$ cat src/rtl/accum_ctrl_fsm.sv
// Multi-cycle control sequencer for a 16-bit accumulator datapath.
// It fetches, decodes and executes one instruction at a time. IR[15:8] holds
// the address and IR[7:0] holds the opcode. It also drives the datapath load
// strobes, the mux selects, the ALU op and the memory write enable.
// The module has no valid/ready handshake. Start is a level: Start = 1 in IDLE
// begins fetching. Only a low Rst returns the sequencer to IDLE.
// dbg_state exposes the state register so checkers can follow the FSM.
module accum_ctrl_fsm #(
  parameter int unsigned MEM_WAIT = 0,
  parameter logic [1:0]  ALU_ADD  = 2'b00,
  parameter logic [1:0]  ALU_SUB  = 2'b01,
  parameter logic [1:0]  ALU_AND  = 2'b10
) (
  input  logic        Clk,
  input  logic        Rst,
  input  logic        Start,
  input  logic [7:0]  opcode,
  input  logic        Zflag,
  output logic        loadPC,
  output logic        loadIR,
  output logic        loadACC,
  output logic        loadMDR,
  output logic        loadMAR,
  output logic        muxPC,
  output logic        muxMAR,
  output logic        muxACC,
  output logic [1:0]  opALU,
  output logic        MemWE,
  output logic        Halted,
  output logic [15:0] InstrCnt,
  output logic [3:0]  dbg_state
);

  localparam logic [7:0] OP_LOAD  = 8'h01;
  localparam logic [7:0] OP_STORE = 8'h02;
  localparam logic [7:0] OP_ADD   = 8'h03;
  localparam logic [7:0] OP_SUB   = 8'h04;
  localparam logic [7:0] OP_AND   = 8'h05;
  localparam logic [7:0] OP_JMP   = 8'h06;
  localparam logic [7:0] OP_JZ    = 8'h07;
  localparam logic [7:0] OP_HALT  = 8'h08;

  // The wait counter starts at MEM_WAIT-1 so that a wait state lasts exactly MEM_WAIT cycles.
  localparam int unsigned WAIT_M1   = (MEM_WAIT > 0) ? MEM_WAIT - 1 : 0;
  localparam logic [3:0]  WAIT_INIT = WAIT_M1[3:0];

  // The state encoding is fixed because dbg_state shows it to observers.
  typedef enum logic [3:0] {
    S_IDLE    = 4'd0,
    S_F_ADDR  = 4'd1,
    S_F_WAIT  = 4'd2,
    S_F_MEM   = 4'd3,
    S_F_IR    = 4'd4,
    S_DECODE  = 4'd5,
    S_E_ADDR  = 4'd6,
    S_E_WAIT  = 4'd7,
    S_E_MEM   = 4'd8,
    S_E_ACC   = 4'd9,
    S_E_STORE = 4'd10,
    S_HALT    = 4'd11
  } state_t;

  state_t      state_q, state_d;
  logic [3:0]  wait_q, wait_d;
  logic [7:0]  op_q, op_d;
  logic [15:0] cnt_q, cnt_d;

  // Register the state, the wait counter, the latched opcode and the instruction count.
  always_ff @(posedge Clk) begin
    if (!Rst) begin
      state_q <= S_IDLE;
      wait_q  <= 4'd0;
      op_q    <= 8'h00;
      cnt_q   <= 16'd0;
    end else begin
      state_q <= state_d;
      wait_q  <= wait_d;
      op_q    <= op_d;
      cnt_q   <= cnt_d;
    end
  end

  // Compute the next state. The opcode is latched in DECODE so the E_* states need no valid IR.
  always_comb begin
    state_d = state_q;
    wait_d  = wait_q;
    op_d    = op_q;
    cnt_d   = cnt_q;
    case (state_q)
      S_IDLE:   if (Start) state_d = S_F_ADDR;
      S_F_ADDR: begin
        if (MEM_WAIT > 0) begin
          state_d = S_F_WAIT;
          wait_d  = WAIT_INIT;
        end else begin
          state_d = S_F_MEM;
        end
      end
      S_F_WAIT: begin
        if (wait_q == 4'd0) state_d = S_F_MEM;
        else                wait_d  = wait_q - 4'd1;
      end
      S_F_MEM:  state_d = S_F_IR;
      S_F_IR:   state_d = S_DECODE;
      S_DECODE: begin
        cnt_d = cnt_q + 16'd1;
        op_d  = opcode;
        case (opcode)
          OP_LOAD, OP_STORE, OP_ADD, OP_SUB, OP_AND: state_d = S_E_ADDR;
          OP_HALT: state_d = S_HALT;
          default: state_d = S_F_ADDR;
        endcase
      end
      S_E_ADDR: begin
        if (op_q == OP_STORE) begin
          state_d = S_E_STORE;
        end else if (MEM_WAIT > 0) begin
          state_d = S_E_WAIT;
          wait_d  = WAIT_INIT;
        end else begin
          state_d = S_E_MEM;
        end
      end
      S_E_WAIT: begin
        if (wait_q == 4'd0) state_d = S_E_MEM;
        else                wait_d  = wait_q - 4'd1;
      end
      S_E_MEM:   state_d = S_E_ACC;
      S_E_ACC:   state_d = S_F_ADDR;
      S_E_STORE: state_d = S_F_ADDR;
      S_HALT:    state_d = S_HALT;
      default:   state_d = S_IDLE;
    endcase
  end

  // Decode the outputs from the state. In DECODE the PC strobes also depend on opcode and Zflag.
  always_comb begin
    loadPC  = 1'b0;
    loadIR  = 1'b0;
    loadACC = 1'b0;
    loadMDR = 1'b0;
    loadMAR = 1'b0;
    muxPC   = 1'b0;
    muxMAR  = 1'b0;
    muxACC  = 1'b0;
    opALU   = ALU_ADD;
    MemWE   = 1'b0;
    Halted  = 1'b0;
    case (state_q)
      S_F_ADDR: begin
        loadMAR = 1'b1;
        muxMAR  = 1'b1;
      end
      S_F_MEM: begin
        loadMDR = 1'b1;
        loadPC  = 1'b1;
      end
      S_F_IR:   loadIR = 1'b1;
      S_DECODE: begin
        if ((opcode == OP_JMP) || ((opcode == OP_JZ) && Zflag)) begin
          loadPC = 1'b1;
          muxPC  = 1'b1;
        end
      end
      S_E_ADDR: loadMAR = 1'b1;
      S_E_MEM, S_E_ACC: begin
        if (op_q == OP_SUB)      opALU = ALU_SUB;
        else if (op_q == OP_AND) opALU = ALU_AND;
        if (state_q == S_E_MEM) begin
          loadMDR = 1'b1;
        end else begin
          loadACC = 1'b1;
          muxACC  = (op_q == OP_LOAD);
        end
      end
      S_E_STORE: MemWE  = 1'b1;
      S_HALT:    Halted = 1'b1;
      default: ;
    endcase
  end

  assign InstrCnt  = cnt_q;
  assign dbg_state = state_q;

endmodule

$ cat config.mk
export PLATFORM = sky130hd
export DESIGN_NAME = accum_ctrl_fsm
export DESIGN_NICKNAME = d
export VERILOG_FILES = /design/src/rtl/accum_ctrl_fsm.sv
export SDC_FILE = /design/constraint.sdc
export NUM_CORES = 1
export LEC_CHECK = 0
export BUFFER_PORTS_ARGS = -buffer_cell sky130_fd_sc_hd__buf_2
export CAP_MARGIN = 40
export CORE_MARGIN = 1.5
export CORE_UTILIZATION = 40
export CTS_BUF_LIST = sky130_fd_sc_hd__clkbuf_8
export DETAILED_ROUTE_END_ITERATION = 6
export MAX_ROUTING_LAYER = met4
export PLACE_DENSITY = 0.72
export SLEW_MARGIN = 20
export SYNTH_ARGS = -nofsm -noshare
export SYNTH_HDL_FRONTEND = slang
export SYNTH_SLANG_ARGS = --single-unit
export TNS_END_PERCENT = 50
$ cat constraint.sdc
create_clock -name Clk -period 2.2 [get_ports Clk]
set_input_delay 0.11 -clock Clk [delete_from_list [all_inputs] [get_ports Clk]]
set_output_delay 0.11 -clock Clk [all_outputs]
set_load 0.02 [all_outputs]
# Yosys cells after proc, flatten, opt, wreduce, memory -nomap -nowiden
# Index checks and enable logic that the tools add are counted.
[op_classes]
n_reduce_logical = 11
order_cmp = 0
eq_ne = 26
n_div = 0
add_sub_neg = 2
n_mul = 0
muxes = 23
bitwise = 1
shifts = 0
[ops]
columns = ["cell", "count"]
rows = [
  ["8-bit by 3-bit == test with 1-bit output, second input constant", 6],
  ["4-bit one-hot mux with 11 select lines", 1],
  ["8-bit by 2-bit == test with 1-bit output, second input constant", 3],
  ["16-bit by 1-bit adder with 16-bit output, second input constant", 1],
  ["4-bit by 3-bit == test with 1-bit output, second input constant", 4],
  ["4-bit == test, second input constant", 4],
  ["8-bit by 1-bit == test with 1-bit output, second input constant", 2],
  ["1-bit two-way mux", 12],
  ["4-bit two-way mux", 3],
  ["4-bit by 2-bit == test with 1-bit output, second input constant", 2],
  ["8-bit by 4-bit == test with 1-bit output, second input constant", 1],
  ["4-bit zero test", 2],
  ["2-bit two-way mux", 4],
  ["4-bit one-hot mux with 2 select lines", 1],
  ["2-bit OR reduction", 4],
  ["2-bit != test, second input constant", 3],
  ["5-bit OR reduction", 1],
  ["4-bit by 1-bit == test with 1-bit output, second input constant", 1],
  ["1-bit one-hot mux with 2 select lines", 2],
  ["4-bit by 1-bit subtractor with 4-bit output, second input constant", 1],
  ["3-bit AND reduction", 1],
  ["2-bit AND reduction", 1],
  ["1-bit logical AND", 1],
  ["1-bit logical OR", 1],
  ["1-bit NOT", 1],
]
[word_totals]
mem_count = 0
output_inout_bits = 32
in_bits = 12
regBits = 32
latch_bits = 0
mem_bits_rw = 0
elab_cells = 67
mem_bits_ro = 0

# Longest topological paths before layout
# Gate-level depths: netlist (run 1).
[logic_depth]
ltp_word = 5
mapped_depth = 7
mapped_depth_nobuf = 6

# Worst setup path after synthesis (run 1)
# Ideal clock, no wire load.
[synth_timing]
path_type = "flip-flop to flip-flop"
from = "register wait_q[0]"
to = "register state_q[0] (netlist: dbg_state[0])"
setup_slack_ps = 416
synth_period_minus_slack_ps = 1784
required_time_ps = 2082
path_buffers = 1
arrival_ps = 1666
path_stages_with_launch = 8
setup_ps = 118
cell_sequence = "dfxtp_1 -> inv_1 -> ha_1 -> or3b_1 -> buf_6 -> and4_4 -> a221o_1 -> o2111a_1"
[synth_via]
elab_chain_cells = 3
elab_cells_between_ends = 4
classes_between = "2 x eq/ne; 2 x reduce/logical"
[synth_lines]
columns = ["item", "line", "text"]
rows = [
  ["start: declaration", "64", "logic [3:0] wait_q, wait_d;"],
  ["start signal: assignment", "77", "wait_q <= wait_d;"],
  ["4-bit zero test (*)", "100, 125", ""],
  ["2-bit != test (no source line)", "n/a", ""],
  ["3-bit AND reduction (no source line) (*)", "n/a", ""],
  ["end signal: assignment", "76", "state_q <= state_d;"],
  ["end: declaration", "63", "state_t state_q, state_d;"],
]
# Mark *: on every way between the ends. The rest lies on a longest branch, timed or not.
# A chain may end at the register's enable or synchronous reset.

# Worst setup path after layout (run 1)
[layout_timing]
from = "register state_q[3] (netlist: dbg_state[3])"
to = "output loadPC"
[layout_via]
elab_chain_cells = 2
elab_cells_between_ends = 3
classes_between = "2 x eq/ne; 1 x mux"
[layout_lines]
columns = ["item", "line", "text"]
rows = [
  ["4-bit by 3-bit == test with 1-bit output / 4-bit by 2-bit == test with 1-bit output (equally long branches)", "149", "case (state_q)"],
  ["1-bit one-hot mux with 2 select lines (*)", "149", ""],
  ["end: declaration", "19", "output logic loadPC,"],
]
# Marks and branches as above.

==> flow_metrics.env, run 1 <==
export IMPL_outcome="finished, final reports clean"
export IMPL_die_area_um2=4644
export IMPL_fp_dieW_um=68.15
export IMPL_drt_wirelength_per_cell_um=12.50
export IMPL_insertion_delay_ps=290
export IMPL_core_area_um2=4029
export IMPL_gr_total_overflow=0
export IMPL_seq_area_um2=640.6
export IMPL_p_sw_share_pct=26.13
export IMPL_grt_pass1_vias=1413
export IMPL_max_freq_mhz=512.8
export IMPL_async_reset_ff_share_pct=0
export IMPL_cts_buffers_inserted=5
export IMPL_p_leak_nw=0.8920
export IMPL_htreeDepth=2
export IMPL_p_seq_share_pct=44.2
export IMPL_ys_warnings_count=0
export IMPL_io_buffers=43
export IMPL_routed_wl_mm=3.951
export IMPL_rows=23
export IMPL_max_slew_margin_rel_pct=70.08
export IMPL_internal_power_mw=0.9921
export IMPL_layout_commonest_cell="buf_2"
export IMPL_worst_pin_slew_ps=444.7
export IMPL_synth_ff_type="dfxtp_1"
export IMPL_arrival_ps=1840
export IMPL_yosys_top_cells_area="dfxtp_1 (38%), a21oi_1 (6.5%), nand2_1 (6.4%)"
export IMPL_layout_common_cells="buf_2 (43), dfxtp_1 (32), nand2_1 (29), nor2_1 (22), a21oi_1 (22)"
export IMPL_grt_pass1_wl_mm=6.292
export IMPL_end_kind="output port"
export IMPL_ant_nets=0
export IMPL_start_util_pct=42.14
export IMPL_root_buffer="clkbuf_8"
export IMPL_syn_area_per_cell_um2=7.753
export IMPL_worstPathRequired_ps=2090
export IMPL_first_pass_iters=6
export IMPL_synth_edff_count=0
export IMPL_setup_worst_path_class="flip-flop to output port"
export IMPL_syn_inst=219
export IMPL_ios=44
export IMPL_grt_max_degree=26
export IMPL_synth_seq_cells=32
export IMPL_fp_dieH_um=68.15
export IMPL_nets=279
export IMPL_synthToLayoutAreaGrowth_pct=22.62
export IMPL_clockPowerShare_pct=41.5
export IMPL_netlist_cell_type_count=45
export IMPL_via_per_inst=5.291
export IMPL_p_sw_mw=0.3508
export IMPL_total_power_mw=1.343
export IMPL_finalSetupTns_ps=0
export IMPL_ys_seq_area_share_pct=37.73
export IMPL_syn_num_nets=233
export IMPL_max_cap_viol_count=0
export IMPL_rsz0062_at_grt="no"
export IMPL_p_comb_share_pct=14.4
export IMPL_hp_class="input pin to flip-flop"
export IMPL_start_kind="flip-flop"
export IMPL_grt_usage_pct=18.73
export IMPL_skew_ps=5.477
export IMPL_peakVddDrop_mv=0.4062
export IMPL_cts_hold_buffers=0
export IMPL_dp_hpwl_mm=2.798
export IMPL_hold_viol_final=0
export IMPL_drt_iter0_markers=85
export IMPL_ctsResizeCount=0
export IMPL_gp_congestion=0.8584
export IMPL_synth_top_area_cell="dfxtp_1"
export IMPL_synth_top_cell_area_share_pct=37.73
export IMPL_cts_setup_buffers=0
export IMPL_drc=0
export IMPL_syn_area_um2=1698
export IMPL_dr_total_vias=1672
export IMPL_final_layout_size_suffix_gt1_share_pct=23.31
export IMPL_fin_crit_ps=1950
export IMPL_path_max_fanout=13
export IMPL_antennaDiodeCount=0
export IMPL_setup_viol_count_final=0
export IMPL_tritoncts="built"
export IMPL_clock_sinks=32
export IMPL_multiInputGateArea_um2=965.9
export IMPL_power_density_nw_per_um2=645.0
export IMPL_post_route_period_util_pct=88.64
export IMPL_antenna_found_initial=0
export IMPL_fill_cells=417
export IMPL_drv_slew=0
export IMPL_path_clk_slew_ps=70
export IMPL_clk_path_buf_depth=2
## state kept, by name, summed over array words and instances, names as in the netlist
| register | flops |
|---|---|
| InstrCnt | 16 |
| dbg_state | 4 |
| op_q | 8 |
| wait_q | 4 |
## cells by family after synthesis
group                      synth area share, %
and+or+nand+nor                          32.72
AOI/OAI and AO/OA                        15.99
DFF                                      37.73
buffers and inverters                    5.379
xor gates and xnor gates                 6.706
adders and majority gates                1.474
## worst paths after layout
check | from | to | slack, ps | cells after the start
max | dbg_state[3]$_SDFFE_PN0P_ | loadPC | 250 | 5
min | opcode[4] | op_q[4]$_SDFFE_PN0P_ | 70 | 3
max reg2reg | wait_q[0]$_SDFFE_PN0P_ | dbg_state[0]$_SDFFE_PN0P_ | 340 | 6
min reg2reg | op_q[6]$_SDFFE_PN0P_ | op_q[6]$_SDFFE_PN0P_ | 450 | 2
## power groups by stage
stage	sequential, mW	combinational [mW]	clock, mW
finish	0.593	0.193	0.557
global placement	0.606	0.190	0
global route	0.593	0.211	0.596
floorplan	0.621	0.111	0
detailed placement	0.606	0.191	0
CTS	0.593	0.192	0.573
## synth_stat cells, types with 5 or more instances
library cell  count
a21oi_1          22
clkbuf_1          6
nand2_1          29
xnor2_1           6
xor2_1            7
inv_1             9
nor2_1           22
nand3_1           8
or3_1             5
o21ai_0           8
dfxtp_1          32
nand4_1           7
nor3_1            8
## final cells by class
type                       count  area share (%)
multi-input combinational    166           46.39
sequential                    32           30.77
timing repair buffer          50           12.86
clock buffer                   5           3.305
tap                           50           3.005
clock inverter                 3           1.863
inverter                      10           1.803
## per-stage QoR
stage	hold WS [ps]	worst slack [ps]	instance area, µm²	util [%]	instances
2_1_floorplan	231.7	416.4	1698	-	219
6_report	69.05	249.9	2082	51.68	316
5_1_grt	64.19	98.57	2082	51.68	316
4_1_cts	58.28	237.8	2082	51.68	316
3_5_place_dp	379.3	349.5	1974	49.01	308
3_3_place_gp	366.2	391.0	1974	49.01	308
## critical path, stage by stage (launching register included)
cell      delay, ps
dfxtp_1         310
and4bb_1        450
buf_4           250
nand3_1         120
o22ai_1         220
buf_2           190
## layer usage
| layer | share of wire (%) | track usage [%] | vias to the layer above |
|---|---|---|---|
| met2 | 46 | 30.10 | 43 |
| met3 | 5.9 | 6.086 | 7 |
| li1 | - | - | 864 |
| met5 | 0 | - | - |
| met4 | 1.5 | 6.750 | 0 |
| met1 | 47 | 21.84 | 758 |
Power figures use the tool's default switching activity.
==> inputs of run 2 (changes only) <==
PLACE_DENSITY = 0.75   (was 0.72)
clock period = 1.7 ns   (was 2.2 ns; I/O delays follow)
==> flow_metrics.env, run 2 (same netlist as run 1, synthesis figures left out) <==
export IMPL_r2r_start="wait_q[1]$_SDFFE_PN0P_"
export IMPL_worstPathRequired_ps=1620
export IMPL_fill_cells=406
export IMPL_skew_ps=4.043
export IMPL_root_buffer="clkbuf_8"
export IMPL_gp_congestion=0.8765
export IMPL_grtUsageMet3_pct=3.947
export IMPL_max_slew_margin_rel_pct=51.57
export IMPL_stdcell_count=321
export IMPL_grt_pass1_wl_mm=6.299
export IMPL_first_pass_iters=4
export IMPL_hp_start="opcode[4]"
export IMPL_crit_family="simple AND/OR/NAND/NOR gates"
export IMPL_tritoncts="built"
export IMPL_antennaDiodeCount=0
export IMPL_largest_register_ff_count=16
export IMPL_grt_max_degree=27
export IMPL_worstPathCellList="or4_4 -> nor3_4 -> and4_1 -> buf_4"
export IMPL_grt_met2_usage_pct=28.64
export IMPL_ff2ff_path_depth=6
export IMPL_cts_setup_buffers=0
export IMPL_top_usage_layer="met2"
export IMPL_hold_depth=3
export IMPL_setup_worst_path_class="flip-flop to output port"
export IMPL_power_density_nw_per_um2=804.0
export IMPL_fin_area_um2=2176
export IMPL_outcome="finished, violations left"
export IMPL_start_kind="flip-flop"
export IMPL_peakVddDrop_mv=0.5355
export IMPL_cp_slowest_cell="or4_4"
export IMPL_drt_wirelength_per_cell_um=12.44
export IMPL_fin_crit_ps=1742
export IMPL_fp_dieW_um=68.15
export IMPL_r2r_end="dbg_state[0]$_SDFFE_PN0P_"
export IMPL_start_util_pct=42.14
export IMPL_synthToLayoutAreaGrowth_pct=28.15
export IMPL_max_cap_viol_count=0
export IMPL_post_place_cells=313
export IMPL_hold_viol_final=0
export IMPL_crit_path_max_incr_delay_ps=560
export IMPL_layout_common_cells="buf_2 (39), dfxtp_1 (30), nand2_1 (29), nor2_1 (22), a21oi_1 (22)"
export IMPL_htreeDepth=2
export IMPL_end_kind="output port"
export IMPL_pre_cts_slack_ps=12.37
export IMPL_setup_viol_count_final=3
export IMPL_dp_hpwl_mm=2.845
export IMPL_post_route_period_util_pct=102.5
export IMPL_finalWorstSetupSlack_ps=-42.49
export IMPL_routed_wl_mm=3.992
export IMPL_drv_slew=0
export IMPL_via_per_inst=5.274
export IMPL_cts_hold_buffers=0
export IMPL_layout_commonest_cell="buf_2"
export IMPL_drc=0
export IMPL_path_buf_inv=1
export IMPL_whs_ps=40.36
export IMPL_clk_path_buf_depth=2
export IMPL_fp_dieH_um=68.15
export IMPL_grt_usage_pct=18.72
export IMPL_p_leak_nw=0.9224
export IMPL_insertion_delay_ps=290
export IMPL_ios=44
export IMPL_cts_buffers_inserted=5
export IMPL_antenna_found_initial=0
export IMPL_path_max_fanout=2
export IMPL_fin_util_pct=54.01
export IMPL_grt_pass1_vias=1355
export IMPL_total_power_mw=1.749
export IMPL_r2r_setup_slack_ps=20
export IMPL_max_freq_mhz=573.9
export IMPL_final_layout_size_suffix_gt1_share_pct=28.41
export IMPL_rsz0062_at_grt="yes"
export IMPL_dr_total_vias=1693
export IMPL_nets=284
export IMPL_place_area_um2=2039
export IMPL_arrival_ps=1660
export IMPL_whs_endpoint="op_q[4]$_SDFFE_PN0P_"
export IMPL_worst_pin_slew_ps=722.0
export IMPL_core_area_um2=4029
export IMPL_finalSetupTns_ps=-72.06
export IMPL_drt_iter0_markers=68
export IMPL_io_buffers=43
export IMPL_grtUsageMet1_pct=23.76
export IMPL_gr_total_overflow=0
export IMPL_rows=23
export IMPL_clock_sinks=32
export IMPL_die_area_um2=4644
export IMPL_ant_nets=0
export IMPL_path_clk_slew_ps=70
export IMPL_violations="negative setup slack"
export IMPL_hp_class="input pin to flip-flop"
==> run 2: repair_timing <==
item	in CTS	in global routing
pin swaps	3	1
setup endpoints to repair	4	6
resized for setup	7	3
==> run 2: area by class of cell <==
| type | instances | area (µm²) | area share (%) |
|---|---|---|---|
| Clock inverter | 3 | 38.79 | 1.783 |
| Multi-Input combinational cell | 166 | 997.2 | 45.83 |
| Timing Repair Buffer | 55 | 327.8 | 15.07 |
| Sequential cell | 32 | 643.1 | 29.56 |
| Clock buffer | 5 | 68.82 | 3.163 |
| Tap cell | 50 | 62.56 | 2.875 |
| Inverter | 10 | 37.54 | 1.725 |
==> run 2: power breakdown <==
| group | total (mW) | internal [mW] | leakage (nW) | switching (mW) |
|---|---|---|---|---|
| Clock | 0.725 | 0.429 | 0.0593 | 0.297 |
| Combinational | 0.256 | 0.0974 | 0.604 | 0.159 |
| Sequential | 0.768 | 0.761 | 0.259 | 0.00624 |
| Total | 1.75 | 1.29 | 0.922 | 0.462 |
==> run 2: worst max path at each step <==
stage / startpoint / endpoint / slack (ps) / cells past startpoint
after global routing: op_q[6]$_SDFFE_PN0P_ / muxACC / -110 / 4
after CTS: op_q[6]$_SDFFE_PN0P_ / muxACC / -30 / 4
after detailed placement: wait_q[1]$_SDFFE_PN0P_ / dbg_state[0]$_SDFFE_PN0P_ / 10 / 6
after floorplan: wait_q[1]$_SDFFE_PN0P_ / dbg_state[0]$_SDFFE_PN0P_ / -30 / 7
final: op_q[6]$_SDFFE_PN0P_ / muxACC / -40 / 4
after global placement: wait_q[1]$_SDFFE_PN0P_ / dbg_state[0]$_SDFFE_PN0P_ / 60 / 6
==> run 2: worst reg2reg max path, stage by stage (launching register included) <==
cell	delay [ps]
dfxtp_2	330
inv_2	60
ha_4	130
or3b_4	370
and4_4	160
a221o_1	290
o2111a_1	230
==> run 2: routing by layer <==
metal	up-vias	wire (µm)
li1	876	-
met1	762	1920
met4	0	48
met5	-	0
met3	4	213
met2	51	1809
